## src/rtl/cache_axi_rd_arbiter_if.sv

```systemverilog
// rtl/cache_axi_rd_arbiter_if.sv - bus bundle for the I/D cache refill read arbiter
// master: the arbiter's view; slave: the caches plus memory bridge around it.
interface cache_axi_rd_arbiter_if;
    logic [31:0] i_araddr;
    logic [3:0]  i_arlen;
    logic [2:0]  i_arsize;
    logic        i_arvalid;
    logic        i_arready;
    logic [31:0] i_rdata;
    logic        i_rlast;
    logic        i_rvalid;
    logic        i_rready;

    logic [31:0] d_araddr;
    logic [3:0]  d_arlen;
    logic [2:0]  d_arsize;
    logic        d_arvalid;
    logic        d_arready;
    logic [31:0] d_rdata;
    logic        d_rlast;
    logic        d_rvalid;
    logic        d_rready;

    logic [3:0]  m_arid;
    logic [31:0] m_araddr;
    logic [3:0]  m_arlen;
    logic [2:0]  m_arsize;
    logic [1:0]  m_arburst;
    logic        m_arvalid;
    logic        m_arready;
    logic [3:0]  m_rid;
    logic [31:0] m_rdata;
    logic        m_rlast;
    logic        m_rvalid;
    logic        m_rready;

    logic        err;

    modport master (
        input  i_araddr, i_arlen, i_arsize, i_arvalid, i_rready,
        output i_arready, i_rdata, i_rlast, i_rvalid,
        input  d_araddr, d_arlen, d_arsize, d_arvalid, d_rready,
        output d_arready, d_rdata, d_rlast, d_rvalid,
        output m_arid, m_araddr, m_arlen, m_arsize, m_arburst, m_arvalid, m_rready,
        input  m_arready, m_rid, m_rdata, m_rlast, m_rvalid,
        output err
    );

    modport slave (
        output i_araddr, i_arlen, i_arsize, i_arvalid, i_rready,
        input  i_arready, i_rdata, i_rlast, i_rvalid,
        output d_araddr, d_arlen, d_arsize, d_arvalid, d_rready,
        input  d_arready, d_rdata, d_rlast, d_rvalid,
        input  m_arid, m_araddr, m_arlen, m_arsize, m_arburst, m_arvalid, m_rready,
        output m_arready, m_rid, m_rdata, m_rlast, m_rvalid,
        input  err
    );
endinterface

```

## src/rtl/cache_axi_rd_arbiter.sv

```systemverilog
// rtl/cache_axi_rd_arbiter.sv - shares one AXI read channel between I-cache and D-cache refills
// One burst outstanding; D has priority unless I has waited STARVE_LIMIT cycles.
module cache_axi_rd_arbiter #(
    parameter int unsigned STARVE_LIMIT = 8,
    parameter int unsigned CNT_WIDTH    = 4,
    parameter logic [3:0]  I_ID         = 4'd0,
    parameter logic [3:0]  D_ID         = 4'd1
) (
    input logic clk,
    input logic rst,
    cache_axi_rd_arbiter_if.master bus
);
    typedef enum logic [1:0] {IDLE, ADDR, DATA} state_t;

    localparam logic [CNT_WIDTH-1:0] STARVE_MAX = '1;
    localparam logic [CNT_WIDTH-1:0] STARVE_THR = CNT_WIDTH'(STARVE_LIMIT);

    state_t               state_q, state_d;
    logic                 gnt_d_q, gnt_d_d;   // 1: the data cache owns the current burst
    logic [31:0]          addr_q, addr_d;
    logic [3:0]           len_q, len_d;
    logic [2:0]           size_q, size_d;
    logic [CNT_WIDTH-1:0] beat_cnt_q, beat_cnt_d;
    logic [CNT_WIDTH-1:0] starve_q, starve_d;
    logic                 err_q, err_d;
    logic                 grant_i, grant_d, rready_sel, beat, last_expected;
    logic [3:0]           cur_id;

    assign grant_i       = (state_q == IDLE) && bus.i_arvalid &&
                           (!bus.d_arvalid || (starve_q >= STARVE_THR));
    assign grant_d       = (state_q == IDLE) && bus.d_arvalid && !grant_i;
    assign cur_id        = gnt_d_q ? D_ID : I_ID;
    assign rready_sel    = gnt_d_q ? bus.d_rready : bus.i_rready;
    assign beat          = (state_q == DATA) && bus.m_rvalid && rready_sel;
    assign last_expected = (beat_cnt_q == CNT_WIDTH'(len_q));

    assign bus.m_arid    = cur_id;
    assign bus.m_araddr  = addr_q;
    assign bus.m_arlen   = len_q;
    assign bus.m_arsize  = size_q;
    assign bus.m_arburst = 2'b01;
    assign bus.err       = err_q;

    always_ff @(posedge clk) begin
        if (rst) begin
            state_q    <= IDLE;
            gnt_d_q    <= 1'b0;
            addr_q     <= '0;
            len_q      <= '0;
            size_q     <= '0;
            beat_cnt_q <= '0;
            starve_q   <= '0;
            err_q      <= 1'b0;
        end else begin
            state_q    <= state_d;
            gnt_d_q    <= gnt_d_d;
            addr_q     <= addr_d;
            len_q      <= len_d;
            size_q     <= size_d;
            beat_cnt_q <= beat_cnt_d;
            starve_q   <= starve_d;
            err_q      <= err_d;
        end
    end

    always_comb begin
        starve_d = starve_q;
        if (!bus.i_arvalid || grant_i) begin
            starve_d = '0;
        end else if (starve_q != STARVE_MAX) begin
            starve_d = starve_q + 1'b1;
        end
    end

    always_comb begin
        state_d       = state_q;
        gnt_d_d       = gnt_d_q;
        addr_d        = addr_q;
        len_d         = len_q;
        size_d        = size_q;
        beat_cnt_d    = beat_cnt_q;
        err_d         = err_q;
        bus.i_arready = 1'b0;
        bus.d_arready = 1'b0;
        bus.m_arvalid = 1'b0;
        bus.m_rready  = 1'b0;
        bus.i_rvalid  = 1'b0;
        bus.i_rlast   = 1'b0;
        bus.i_rdata   = '0;
        bus.d_rvalid  = 1'b0;
        bus.d_rlast   = 1'b0;
        bus.d_rdata   = '0;

        unique case (state_q)
            IDLE: begin
                if (grant_i) begin
                    bus.i_arready = 1'b1;
                    gnt_d_d       = 1'b0;
                    addr_d        = bus.i_araddr;
                    len_d         = bus.i_arlen;
                    size_d        = bus.i_arsize;
                    state_d       = ADDR;
                end else if (grant_d) begin
                    bus.d_arready = 1'b1;
                    gnt_d_d       = 1'b1;
                    addr_d        = bus.d_araddr;
                    len_d         = bus.d_arlen;
                    size_d        = bus.d_arsize;
                    state_d       = ADDR;
                end
            end
            ADDR: begin
                bus.m_arvalid = 1'b1;
                if (bus.m_arready) begin
                    beat_cnt_d = '0;
                    state_d    = DATA;
                end
            end
            DATA: begin
                bus.m_rready = rready_sel;
                if (gnt_d_q) begin
                    bus.d_rvalid = bus.m_rvalid;
                    bus.d_rlast  = bus.m_rlast;
                    bus.d_rdata  = bus.m_rdata;
                end else begin
                    bus.i_rvalid = bus.m_rvalid;
                    bus.i_rlast  = bus.m_rlast;
                    bus.i_rdata  = bus.m_rdata;
                end
                // Protocol violations are flagged but the burst still ends on the memory's rlast.
                if (beat) begin
                    beat_cnt_d = beat_cnt_q + 1'b1;
                    if ((bus.m_rid != cur_id) || (bus.m_rlast != last_expected)) begin
                        err_d = 1'b1;
                    end
                    if (bus.m_rlast) begin
                        state_d = IDLE;
                    end
                end
            end
            default: state_d = IDLE;
        endcase
    end
endmodule

```

## src/flat_wrapper.sv

```systemverilog
// flat-port wrapper written by rule: the top's interface ports become plain ports
module cache_axi_rd_arbiter_flat 
#(
    parameter int unsigned STARVE_LIMIT = 8,
    parameter int unsigned CNT_WIDTH    = 4,
    parameter logic [3:0]  I_ID         = 4'd0,
    parameter logic [3:0]  D_ID         = 4'd1
)
  (clk, rst, bus_i_araddr, bus_i_arlen, bus_i_arsize, bus_i_arvalid, bus_i_rready, bus_i_arready, bus_i_rdata, bus_i_rlast, bus_i_rvalid, bus_d_araddr, bus_d_arlen, bus_d_arsize, bus_d_arvalid, bus_d_rready, bus_d_arready, bus_d_rdata, bus_d_rlast, bus_d_rvalid, bus_m_arid, bus_m_araddr, bus_m_arlen, bus_m_arsize, bus_m_arburst, bus_m_arvalid, bus_m_rready, bus_m_arready, bus_m_rid, bus_m_rdata, bus_m_rlast, bus_m_rvalid, bus_err);
  cache_axi_rd_arbiter_if bus_i ();
  input logic clk;
  input logic rst;
  input wire logic [$bits(bus_i.i_araddr)-1:0] bus_i_araddr;
  input wire logic [$bits(bus_i.i_arlen)-1:0] bus_i_arlen;
  input wire logic [$bits(bus_i.i_arsize)-1:0] bus_i_arsize;
  input wire logic [$bits(bus_i.i_arvalid)-1:0] bus_i_arvalid;
  input wire logic [$bits(bus_i.i_rready)-1:0] bus_i_rready;
  output wire logic [$bits(bus_i.i_arready)-1:0] bus_i_arready;
  output wire logic [$bits(bus_i.i_rdata)-1:0] bus_i_rdata;
  output wire logic [$bits(bus_i.i_rlast)-1:0] bus_i_rlast;
  output wire logic [$bits(bus_i.i_rvalid)-1:0] bus_i_rvalid;
  input wire logic [$bits(bus_i.d_araddr)-1:0] bus_d_araddr;
  input wire logic [$bits(bus_i.d_arlen)-1:0] bus_d_arlen;
  input wire logic [$bits(bus_i.d_arsize)-1:0] bus_d_arsize;
  input wire logic [$bits(bus_i.d_arvalid)-1:0] bus_d_arvalid;
  input wire logic [$bits(bus_i.d_rready)-1:0] bus_d_rready;
  output wire logic [$bits(bus_i.d_arready)-1:0] bus_d_arready;
  output wire logic [$bits(bus_i.d_rdata)-1:0] bus_d_rdata;
  output wire logic [$bits(bus_i.d_rlast)-1:0] bus_d_rlast;
  output wire logic [$bits(bus_i.d_rvalid)-1:0] bus_d_rvalid;
  output wire logic [$bits(bus_i.m_arid)-1:0] bus_m_arid;
  output wire logic [$bits(bus_i.m_araddr)-1:0] bus_m_araddr;
  output wire logic [$bits(bus_i.m_arlen)-1:0] bus_m_arlen;
  output wire logic [$bits(bus_i.m_arsize)-1:0] bus_m_arsize;
  output wire logic [$bits(bus_i.m_arburst)-1:0] bus_m_arburst;
  output wire logic [$bits(bus_i.m_arvalid)-1:0] bus_m_arvalid;
  output wire logic [$bits(bus_i.m_rready)-1:0] bus_m_rready;
  input wire logic [$bits(bus_i.m_arready)-1:0] bus_m_arready;
  input wire logic [$bits(bus_i.m_rid)-1:0] bus_m_rid;
  input wire logic [$bits(bus_i.m_rdata)-1:0] bus_m_rdata;
  input wire logic [$bits(bus_i.m_rlast)-1:0] bus_m_rlast;
  input wire logic [$bits(bus_i.m_rvalid)-1:0] bus_m_rvalid;
  output wire logic [$bits(bus_i.err)-1:0] bus_err;
  assign bus_i.i_araddr = bus_i_araddr;
  assign bus_i.i_arlen = bus_i_arlen;
  assign bus_i.i_arsize = bus_i_arsize;
  assign bus_i.i_arvalid = bus_i_arvalid;
  assign bus_i.i_rready = bus_i_rready;
  assign bus_i_arready = bus_i.i_arready;
  assign bus_i_rdata = bus_i.i_rdata;
  assign bus_i_rlast = bus_i.i_rlast;
  assign bus_i_rvalid = bus_i.i_rvalid;
  assign bus_i.d_araddr = bus_d_araddr;
  assign bus_i.d_arlen = bus_d_arlen;
  assign bus_i.d_arsize = bus_d_arsize;
  assign bus_i.d_arvalid = bus_d_arvalid;
  assign bus_i.d_rready = bus_d_rready;
  assign bus_d_arready = bus_i.d_arready;
  assign bus_d_rdata = bus_i.d_rdata;
  assign bus_d_rlast = bus_i.d_rlast;
  assign bus_d_rvalid = bus_i.d_rvalid;
  assign bus_m_arid = bus_i.m_arid;
  assign bus_m_araddr = bus_i.m_araddr;
  assign bus_m_arlen = bus_i.m_arlen;
  assign bus_m_arsize = bus_i.m_arsize;
  assign bus_m_arburst = bus_i.m_arburst;
  assign bus_m_arvalid = bus_i.m_arvalid;
  assign bus_m_rready = bus_i.m_rready;
  assign bus_i.m_arready = bus_m_arready;
  assign bus_i.m_rid = bus_m_rid;
  assign bus_i.m_rdata = bus_m_rdata;
  assign bus_i.m_rlast = bus_m_rlast;
  assign bus_i.m_rvalid = bus_m_rvalid;
  assign bus_err = bus_i.err;
  cache_axi_rd_arbiter #(.STARVE_LIMIT(STARVE_LIMIT), .CNT_WIDTH(CNT_WIDTH), .I_ID(I_ID), .D_ID(D_ID)) u_core (.clk(clk), .rst(rst), .bus(bus_i));
endmodule
```

## config.mk

```make
export PLATFORM = sky130hd
export DESIGN_NAME = cache_axi_rd_arbiter_flat
export DESIGN_NICKNAME = d
export VERILOG_FILES = /design/src/rtl/cache_axi_rd_arbiter_if.sv /design/src/rtl/cache_axi_rd_arbiter.sv /design/src/flat_wrapper.sv
export SDC_FILE = /design/constraint.sdc
export NUM_CORES = 1
export LEC_CHECK = 0
export CAP_MARGIN = 15
export CORE_MARGIN = 4
export CORE_UTILIZATION = 35
export CTS_CLUSTER_DIAMETER = 150
export DETAILED_ROUTE_END_ITERATION = 10
export PLACE_DENSITY = 0.92
export SETUP_SLACK_MARGIN = 0.2
export SKIP_CTS_REPAIR_TIMING = 1
export SYNTH_ARGS = -nofsm -noshare
export SYNTH_HDL_FRONTEND = slang
export SYNTH_SLANG_ARGS = --single-unit
```

## constraint.sdc

```tcl
create_clock -name clk -period 3.4 [get_ports clk]
set_input_delay 0.68 -clock clk [delete_from_list [all_inputs] [get_ports clk]]
set_output_delay 0.68 -clock clk [all_outputs]
set_load 0.05 [all_outputs]
```

==> results.sh <==
export IMPL_status="completed"
export IMPL_track_usage_pct=21.0
export IMPL_dieArea_um2=9800
export IMPL_synth_cell_type_count=40
export IMPL_io_pins=241
export IMPL_num_rows=32
export IMPL_die_w_um=99.0
export IMPL_maxSlewViolCount=0
export IMPL_vias=3542
export IMPL_hold_end="u_core.bus.m_araddr[12]"
export IMPL_synth_xor_area_share_pct=1.81
export IMPL_p_leak_nw=2.35
export IMPL_slew_headroom_pct=40.7
export IMPL_path_max_fanout=3
export IMPL_rsz0062_at_grt="false"
export IMPL_nNetsFinal=720
export IMPL_seqPwrFrac_pct=36.4
export IMPL_netlist_area_um2=2900
export IMPL_firstDrtPassIters=4
export IMPL_muxShareOfSynthArea_pct=1.17
export IMPL_regToRegEndpoint="u_core.bus.m_araddr[14]"
export IMPL_diodes=0
export IMPL_wl_met1_um=4080
export IMPL_grt_overflow=0
export IMPL_synth_top_family_by_area="simple AND/OR/NAND/NOR gates"
export IMPL_switching_share_pct=38.7
export IMPL_ant_nets=0
export IMPL_path_class="in2out"
export IMPL_hp_start="u_core.bus.m_araddr[12]"
export IMPL_cts_tree="built"
export IMPL_required_ps=2720
export IMPL_hold_depth=2
export IMPL_die_height_um=99.0
export IMPL_synth_compound_area_share_pct=14.3
export IMPL_ys_ff_latch=51
export IMPL_max_cap_viol_count=0
export IMPL_cts_max_level=2
export IMPL_worst_pin_slew_ps=889
export IMPL_cp_common_cell="clkdlybuf4s50_1"
export IMPL_cp_end_kind="primary output"
export IMPL_cts_buffer_depth=2
export IMPL_worst_hold_path_type="reg2reg"
export IMPL_postSynthCellCount=384
export IMPL_finalSetupTns_ps=0
export IMPL_clk_latency_ps=300
export IMPL_setup_violations=0
export IMPL_pwr_share_comb_pct=43.2
export IMPL_reg2regPathDepth=5
export IMPL_clk_pin_slew_worst_paths_ps=90
export IMPL_antenna_found_initial=0
export IMPL_coreArea_um2=7890
export IMPL_max_freq_ghz=0.344
export IMPL_root_buffer="clkbuf_8"
export IMPL_drt_iter0_markers=120
export IMPL_synth_simple_area_share_pct=37.9
export IMPL_synth_seq_area_share_pct=35.2
export IMPL_place_gp_congestion=0.933
export IMPL_cp_cell_sequence="clkdlybuf4s50_1 > mux2i_2 > nor2_1 > clkdlybuf4s50_1"
export IMPL_highest_layer="met4"
export IMPL_hold_violations=0
export IMPL_ys_warn_count=0
export IMPL_grt_pass1_wl_um=16900
export IMPL_start_util_pct=36.8
export IMPL_finClkSkew_ps=8.05
export IMPL_p_sw_mw=0.732
export IMPL_rrSetupSlack_ps=1430
export IMPL_dp_hpwl_um=8670
export IMPL_met3_length_um=917
export IMPL_p_int_mw=1.16
export IMPL_r2r_start="u_core.state_q[1]"
export IMPL_drc=0
export IMPL_dp_cells=689
export IMPL_viasPerCell=5.08
export IMPL_p_per_area_nw_per_um2=365
export IMPL_cp_slowest_cell="clkdlybuf4s50_1"
export IMPL_grt_pass1_vias=3451
export IMPL_max_stage_delay_ps=820
export IMPL_fin_crit_sh_pct=85.6
export IMPL_drive_above_1_share_pct=15.8
export IMPL_fin_crit_ps=2910
export IMPL_critPathLaunchType="primary input"
export IMPL_utilization_pct=65.7
export IMPL_wl_per_cell_um=15.9
export IMPL_synth_avg_cell_area_um2=7.55
export IMPL_power_mw=1.89
export IMPL_synth_adder_area_share_pct=1.29
export IMPL_met2_wirelength_um=5880
export IMPL_clock_sinks=51
export IMPL_finalNonFillerCells=697
export IMPL_cts_buffers=5
export IMPL_routed_wirelength_um=11100
export IMPL_area_delta_synth_final_pct=78.8
export IMPL_peakVddDrop_mv=0.255
export IMPL_grt_max_degree=81
export IMPL_clkPwrFrac_pct=20.4
export IMPL_critPathArrivalTime_ps=2230
export IMPL_io_buffer_count=235
-- cell usage after synthesis (all sizes together) --
| master | n | area, um2 |
|---|---|---|
| a2111oi | 1 | 10.0 |
| nand3b | 4 | 30.0 |
| nor2 | 49 | 186 |
| nor3 | 5 | 36.3 |
| o21ai | 1 | 5.00 |
| inv | 5 | 18.8 |
| ha | 3 | 37.5 |
| xnor2 | 1 | 8.76 |
| nand3 | 5 | 30.0 |
| a311oi | 39 | 342 |
| and3 | 66 | 418 |
| nand2b | 3 | 26.3 |
| conb | 2 | 7.51 |
| a21oi | 3 | 15.0 |
| a221oi | 1 | 8.76 |
| xor2 | 5 | 43.8 |
| and2 | 1 | 6.26 |
| nor2b | 1 | 6.26 |
| nor4 | 2 | 12.5 |
| a31oi | 3 | 18.8 |
| nand2 | 83 | 312 |
| nor3b | 2 | 15.0 |
| dfxtp | 51 | 1020 |
| clkbuf | 18 | 70.1 |
| mux2i | 3 | 33.8 |
| buf | 23 | 145 |
| and2b | 1 | 7.51 |
| or4 | 1 | 11.3 |
| o31a | 1 | 8.76 |
| a211oi | 1 | 7.51 |
-- sequential cells by signal, summed over array words and instances, names as in the netlist --
name / cells
u_core.gnt_d_q: 1
u_core.state_q: 2
u_core.starve_q: 4
u_core.bus.m_araddr: 32
u_core.bus.m_arlen: 4
u_core.bus.err: 1
u_core.bus.m_arsize: 3
u_core.beat_cnt_q: 4
-- metal layers --
metal	track usage (%)	up-vias
met4	5.99	0
met2	41.1	151
li1	-	1755
met3	6.23	16
met5	0	-
met1	21.1	1620
-- how the worst max path moves through the flow --
stage / from / to / slack (ps) / cells past startpoint
after CTS: bus_d_rready / bus_m_rready / 490 / 4
after detailed placement: bus_d_rready / bus_m_rready / 480 / 4
after global placement: bus_m_rvalid / bus_i_rvalid / 500 / 4
after global routing: bus_m_rvalid / bus_i_rvalid / 430 / 4
final: bus_d_rready / bus_m_rready / 490 / 4
after floorplan: bus_m_rvalid / bus_d_rvalid / 880 / 2
-- power groups by stage --
stage / Sequential [mW] / Combinational [mW] / Clock [mW]
after floorplan: 0.877 / 0.316 / 0
after global placement: 0.700 / 0.806 / 0
after detailed placement: 0.704 / 0.819 / 0
after CTS: 0.690 / 0.821 / 0.400
after global routing: 0.697 / 0.864 / 0.422
final: 0.690 / 0.817 / 0.386
-- final cells by class --
| cell class | instances | area (um2) |
|---|---|---|
| clock inverters | 1 | 7.51 |
| repair buffers | 241 | 2260 |
| well taps | 102 | 128 |
| fillers | 634 | 2700 |
| inverters | 5 | 18.8 |
| multi-input cells | 290 | 1660 |
| flip-flops and latches | 51 | 1020 |
| clock buffers | 7 | 96.3 |
-- stage by stage --
step | area (um2) | hold WS (ps) | setup slack (ps)
4_1_cts | 5180 | 489 | 486
5_1_grt | 5180 | 514 | 428
2_1_floorplan | 2910 | 472 | 875
3_3_place_gp | 5080 | 467 | 503
6_report | 5180 | 487 | 489
3_5_place_dp | 5080 | 470 | 482
-- placed cells by master, fill, tap and decap left out, types with 5 or more instances in the layout --
cell,n
conb_1,5
nand2_1,83
inv_1,5
a311oi_1,39
and3_1,62
nor2_1,48
xor2_1,5
clkbuf_8,7
dfxtp_1,51
buf_4,72
clkdlybuf4s50_1,165
-- critical path, delay by kind of cell --
family / cells / cell delay [ps]
muxes: 1 / 120
and+or+nand+nor: 1 / 110
buffers and inverters: 2 / 1320
-- cell families (layout without fill, tap and decap cells) --
family                     count (synthesis)  count (layout)
and+or+nand+nor                          223             223
DFF                                       51              51
AOI/OAI and AO/OA                         50              50
buffers and inverters                     46             254
xor gates and xnor gates                   6               6
adders and majority gates                  3               3
muxes                                      3               3
other                                      2               5
Power figures use the tool's default switching activity.
